**config.mk**
```make
export PLATFORM = sky130hd
export DESIGN_NAME = cdr_strobe_gen
export DESIGN_NICKNAME = d
export VERILOG_FILES = /design/src/rtl/cdr_strobe_gen.sv
export SDC_FILE = /design/constraint.sdc
export NUM_CORES = 1
export LEC_CHECK = 0
export ABC_CLOCK_PERIOD_IN_PS = 5300
export BUFFER_PORTS_ARGS = -buffer_cell sky130_fd_sc_hd__clkbuf_2
export CAP_MARGIN = 20
export CORE_ASPECT_RATIO = 1.75
export CORE_MARGIN = 2
export CORE_UTILIZATION = 45
export DETAILED_ROUTE_END_ITERATION = 10
export PLACE_DENSITY = 0.78
export SYNTH_ARGS = -nofsm -noshare
export SYNTH_HDL_FRONTEND = slang
export SYNTH_SLANG_ARGS = --single-unit
```
**constraint.sdc**
```tcl
create_clock -name i_clk -period 5.3 [get_ports i_clk]
set_clock_uncertainty 0.05 [all_clocks]
set_input_delay 0.795 -clock i_clk [delete_from_list [all_inputs] [get_ports i_clk]]
set_output_delay 0.795 -clock i_clk [all_outputs]
set_load 0.01 [all_outputs]
```
**src/rtl/cdr_strobe_gen.sv**
```systemverilog
// cdr_strobe_gen: symbol-timing strobe generator with programmable period, strobe offsets and phase corrections
//   i_clk      system clock
//   i_rst      asynchronous active-low reset
//   i_en       run enable (low forces IDLE)
//   i_tick     prescaler tick qualifying each count step
//   i_nb_P     requested period in ticks, latched at start of run and on every wrap
//   i_offsets  packed per-channel strobe offsets, channel k at [k*CNT_W +: CNT_W]
//   i_adv      shorten the current period by one tick
//   i_ret      lengthen the current period by one tick
//   i_resync   restart the period at count 0
//   o_strobe   one-cycle sampling strobes, one per channel
//   o_wrap     one-cycle end-of-period pulse
//   o_cnt      current count
//   o_cfg_err  one-cycle pulse when an illegal period was replaced by MIN_P
module cdr_strobe_gen #(
  parameter int CNT_W = 6,
  parameter int N_STR = 4,
  parameter int MIN_P = 4
) (
  input  logic                   i_clk,
  input  logic                   i_rst,
  input  logic                   i_en,
  input  logic                   i_tick,
  input  logic [CNT_W-1:0]       i_nb_P,
  input  logic [N_STR*CNT_W-1:0] i_offsets,
  input  logic                   i_adv,
  input  logic                   i_ret,
  input  logic                   i_resync,
  output logic [N_STR-1:0]       o_strobe,
  output logic                   o_wrap,
  output logic [CNT_W-1:0]       o_cnt,
  output logic                   o_cfg_err
);
  typedef enum logic {IDLE, RUN} state_t;
  localparam logic [CNT_W-1:0] MIN_PV = CNT_W'(MIN_P);
  state_t state, state_nx;
  logic [CNT_W-1:0] cnt, per_q, term;
  logic [CNT_W:0] term_w;
  logic adv_p, ret_p, run, step, hit, latch, per_ok;
  logic [N_STR-1:0] match;
  always_ff @(posedge i_clk or negedge i_rst)
    if (!i_rst) state <= IDLE;
    else state <= state_nx;
  always_comb begin
    state_nx = i_en ? RUN : IDLE;
    run = state == RUN && i_en;
    step = run && !i_resync && i_tick;
    // adv and ret together cancel; the wider sum saturates instead of wrapping
    term_w = (adv_p && !ret_p) ? {1'b0, per_q} - (CNT_W+1)'(2) :
             (ret_p && !adv_p) ? {1'b0, per_q} : {1'b0, per_q} - (CNT_W+1)'(1);
    term = term_w[CNT_W] ? '1 : term_w[CNT_W-1:0];
    // >= keeps a late advance (arriving with cnt already at the old term) from running past the end
    hit = step && cnt >= term;
    latch = (state == IDLE && i_en) || hit;
    per_ok = i_nb_P >= MIN_PV;
    for (int k = 0; k < N_STR; k++) match[k] = cnt == i_offsets[k*CNT_W +: CNT_W];
  end
  always_ff @(posedge i_clk or negedge i_rst)
    if (!i_rst) begin
      cnt <= '0;
      per_q <= MIN_PV;
      adv_p <= 1'b0;
      ret_p <= 1'b0;
      o_strobe <= '0;
      o_wrap <= 1'b0;
      o_cfg_err <= 1'b0;
    end else begin
      o_wrap <= hit;
      o_strobe <= step ? match : '0;
      o_cfg_err <= latch && !per_ok;
      if (latch) per_q <= per_ok ? i_nb_P : MIN_PV;
      cnt <= (!run || i_resync || hit) ? '0 : cnt + CNT_W'(step);
      // a correction arriving on the wrap tick belongs to the new period
      adv_p <= run && !i_resync && (i_adv || (adv_p && !hit));
      ret_p <= run && !i_resync && (i_ret || (ret_p && !hit));
    end
  assign o_cnt = cnt;
endmodule

```
# Word-level counts from Yosys, hierarchy flattened
# Index checks and enable logic that the tools add are counted.
[op_classes]
add_sub_neg = 3
n_lt_le_gt_ge = 2
n_eq_ne = 4
mux = 7
n_bitwise = 1
reduce_logical = 23
[op_table]
columns = ["cell", "count"]
rows = [
  ["$eq A6 B6 Y1", 4],
  ["$mux W6", 3],
  ["$mux W7", 2],
  ["$logic_and A1 B1 Y1", 12],
  ["$sub A6 B1 Y7 const B", 1],
  ["$sub A6 B2 Y7 const B", 1],
  ["$add A6 B1 Y6", 1],
  ["$ge A6 B3 Y1 const B", 1],
  ["$ge A6 B6 Y1", 1],
  ["$logic_not A1 Y1", 6],
  ["$logic_or A1 B1 Y1", 5],
  ["$mux W4", 1],
  ["$mux W1", 1],
  ["$not A1 Y1", 1],
]
[word_totals]
regBits = 21
inputBits = 37
out_inout_bits = 12
elab_cells = 48

# Depth between registers and ports, before layout
[logic_depth]
depth_word = 11
mapped_depth = 13

# Worst setup path before layout
# OpenSTA, ideal clock, no wires.
[synth_path]
kind = "flip-flop to flip-flop"
startpoint = "register per_q[1]"
endpoint = "register per_q[3]"
setup_time_ps = 128
arrival_time_ps = 2929
path_slack_ps = 2194
stages_incl_launch_ff = 14
path_cell_list = "dfrtp_1 > inv_1 > ha_1 > nor2_1 > a2111oi_1 > a41oi_1 > nor4_2 > nand2b_1 > ha_1 > nand2b_1 > a21oi_1 > o221ai_2 > o211ai_4 > mux2_1"
[synth_via]
elab_chain_cells = 7
elab_cells_between_ends = 8
cone_classes = "add/sub: 2; order compare: 1; mux: 3; reduce/logical: 2"
[synth_rtl]
columns = ["item", "line_no", "text"]
rows = [
  ["from (decl)", "37", "logic [CNT_W-1:0] cnt, per_q, term;"],
  ["from (signal assigned)", "71", "if (latch) per_q <= per_ok ? i_nb_P : MIN_PV;"],
  ["$sub A6 B1 Y7", "50", "(ret_p && !adv_p) ? {1'b0, per_q} : {1'b0, per_q} - (CNT_W+1)'(1);"],
  ["$mux W7", "50", ""],
  ["$mux W7 *", "49", "term_w = (adv_p && !ret_p) ? {1'b0, per_q} - (CNT_W+1)'(2) :"],
  ["$mux W6 *", "51", "term = term_w[CNT_W] ? '1 : term_w[CNT_W-1:0];"],
  ["$ge A6 B6 Y1 *", "53", "hit = step && cnt >= term;"],
  ["$logic_and A1 B1 Y1 *", "53", ""],
  ["$logic_or A1 B1 Y1 *", "54", "latch = (state == IDLE && i_en) || hit;"],
]
# Every way passes the cells marked *; elsewhere a longest branch is shown, timed or not.
# A chain may end at the register's enable or synchronous reset.

# Worst setup path in the final report
[layout_path]
startpoint = "register per_q[1]"
endpoint = "register per_q[4]"
# The elaborated chain is that of the path after synthesis.

==> results.ini <==
[detailed_routing]
detailedRoute.firstIterationViolations=26
finalWirelength_mm=3.34
post_drt_via_cell_ratio=5.13
dr_total_vias=1256
ant_nets=0
drc_errors=0
wire_per_inst_um=13.6
drt-pass1-iter-count=3

[sta]
rsz0062_at_grt=no
worst_slew_margin_rel_pct=64.0
upper_clock_frequency_limit_ghz=0.290
fin_crit_ns=3.45
final_max_slew_viol_count=0
fin_tns_setup_ns=0
setup-violations-final=0
timing.final.crit_share_pct=65.1
final-hold-violation-count=0
worst-slew-pin-transition_ns=0.540

[finish]
areaGrowthSynthToFinish_pct=20.7
commonest_cells_after_routing_fill_and_taps_aside=clkbuf_2, xnor2_1, dfrtp_1
layout_commonest_cell=clkbuf_2
drive_above_1_share_pct=27.7
n_fill_cell=301
antennaDiodeCount=0
number_of_nets_in_the_layout=251
post-route-cell-area_sq_um=1780

[die]
fp.dieW_um=47.3
core_sq_um=3140
die_area_sq_um=3780
std_cell_rows=27
start_util_pct=47.0
die_height_um=79.8
pin_count=49

[clock_tree]
cts_inserted_buffers=3
clock-sinks=21
cts_max_path_buffers=2
tritoncts=done
clk_pin_slew_worst_paths_ns=0.07
htreeDepth=1
cts-root-buf=clkbuf_8
skew_pair_late_insertion_delay_ns=0.26
cts_hold_buf=0
cts-resized-gates=0
cts_post_setup_buffers_inserted=0

[worst_setup_path]
worst_r2r_path_depth=13
cp_data_required_time_ns=5.40
crit_fanout=7
worst-endpoint-arrival_ns=3.55
crit_path_end_kind=flip-flop
cp-start-kind=flip-flop
criticalPathCategory=flip-flop to flip-flop

[logic_synthesis]
synthesis.area_sq_um=1480
synth_mux_area_share_pct=4.32
synth-adder-area-share_pct=9.99
synthXorXnorAreaFrac_pct=19.0
synth_compound_gate_area_share_pct=10.9
post_synth_and_or_nand_nor_area_fraction_pct=14.9
synth.avg_cell_area_sq_um=9.35
post_synth_inst_count=158
synth_top_family_by_area=XOR/XNOR gates
post_synthesis_sequential_area_ratio_pct=35.6
yosys_register_bits=21
synth_cell_types=33
postSynthNetCount=206
ys.warnings.count=0

[placement]
routabilityCongestion=0.850
post_dp_cell_area_sq_um=1740
port_buffers=48
dpl.hpwl_mm=2.71

[grt]
number_of_antenna_violations_at_the_first_check_in_global_routing=0
grt_max_degree=22
groute.usage.overall_pct=19.9
first_pass_grt_wire_length_mm=5.51
aggregate_global_routing_overflow=0
number_of_global_route_vias_before_repair=1268

[power_and_ir_drop]
static-leakage-power_nw=0.864
powerDensity_nw_per_um2=239
vdd.ir_drop.worst_mv=0.165

[flow_run]
max_cap_viols=0

[min_path]
classification_of_the_worst_slack_hold_path=input pin to asynchronous set/reset pin

[run_status]
status=complete, no violations

## worst max-delay path, cell delays in order, from the launching register on
cell	delay [ns]
dfrtp_1	0.41
inv_1	0.13
ha_1	0.25
nor2_1	0.07
a2111oi_1	0.39
a41oi_1	0.15
nor4_2	0.33
nand2b_1	0.17
ha_1	0.22
nand2b_1	0.14
a21oi_1	0.17
o221ai_2	0.19
o211ai_4	0.33
mux2_1	0.36
## per-stage QoR
stage / util [%] / hold WS (ns) / std cells / setup WS [ns] / power [mW]
floorplan: - / 0.449 / 158 / 2.19 / 0.280
global placement: 55.4 / 0.513 / 241 / 1.98 / 0.319
detailed placement: 55.4 / 0.539 / 241 / 1.83 / 0.323
CTS: 56.8 / 0.465 / 245 / 1.81 / 0.428
global route: 56.8 / 0.500 / 245 / 1.52 / 0.456
finish: 56.8 / 0.451 / 245 / 1.85 / 0.426
## cells by family (layout without fill, tap and decap cells)
group | Yosys count | after routing
AOI/OAI and AO/OA | 22 | 22
xor gates and xnor gates | 32 | 32
and+or+nand+nor | 45 | 45
buffers and inverters | 20 | 64
DFF | 21 | 21
adders and majority gates | 12 | 12
muxes | 6 | 6
## area by class of cell
class	count	area, sq um	share of cell area (%)
Multi-Input combinational cell	117	873	48.9
Sequential cell	21	527	29.5
Timing Repair Buffer	48	240	13.5
Tap cell	43	53.8	3.02
Clock buffer	4	45.0	2.52
Inverter	12	45.0	2.52
## registers in the layout (all words and copies together), names as in the netlist
register and count:
adv_p 1, o_cnt 6, o_strobe 4, state 1, per_q 6, o_cfg_err 1
o_wrap 1, ret_p 1
## routing by layer
metal  track usage (%)  share of wire [%]
met5                 0                  0
met4              8.33                2.7
met3              1.36                2.7
met2              35.0                 57
met1              23.0                 38
## synth_stat cells (all sizes together)
| cell | number | area [sq um] |
|---|---|---|
| or3 | 1 | 6.26 |
| o21a | 1 | 7.51 |
| a211o | 1 | 8.76 |
| mux2i | 3 | 30.0 |
| o21ai | 3 | 15.0 |
| clkbuf | 6 | 22.5 |
| a2111oi | 2 | 18.8 |
| nand4 | 6 | 37.5 |
| nor4 | 6 | 43.8 |
| nand3 | 2 | 10.0 |
| nor2b | 2 | 12.5 |
| mux2 | 3 | 33.8 |
| o211ai | 1 | 21.3 |
| buf | 2 | 10.0 |
| nand2 | 11 | 41.3 |
| a41oi | 1 | 8.76 |
| a21oi | 9 | 45.0 |
| a31oi | 1 | 6.26 |
| inv | 12 | 45.0 |
| ha | 11 | 138 |
| dfrtp | 20 | 500 |
| dfstp | 1 | 26.3 |
| xnor2 | 22 | 193 |
| a211oi | 2 | 15.0 |
| nor2 | 15 | 56.3 |
| xor2 | 10 | 87.6 |
| maj3 | 1 | 10.0 |
| nand2b | 2 | 12.5 |
| o221ai | 1 | 15.0 |
## final timing paths
path | start | to | slack (ns)
setup reg to reg | per_q[1]$_DFFE_PN0P_ | per_q[4]$_DFFE_PN0P_ | 1.85
min in group i_clk | per_q[0]$_DFFE_PN0P_ | per_q[0]$_DFFE_PN0P_ | 0.55
hold / removal | i_rst | o_wrap$_DFF_PN0_ | 0.45
setup / recovery | per_q[1]$_DFFE_PN0P_ | per_q[4]$_DFFE_PN0P_ | 1.85
hold reg to reg | per_q[0]$_DFFE_PN0P_ | per_q[0]$_DFFE_PN0P_ | 0.55
max in group asynchronous | i_rst | per_q[2]$_DFFE_PN1P_ | 4.38
## where the power goes
| group | internal (mW) | switching, mW | leakage [nW] |
|---|---|---|---|
| logic | 0.0619 | 0.0681 | 0.565 |
| registers | 0.174 | 0.0172 | 0.276 |
| clock network | 0.0536 | 0.0519 | 0.0228 |
| total | 0.289 | 0.137 | 0.864 |
Note: power is estimated with default switching activity, not from simulation.
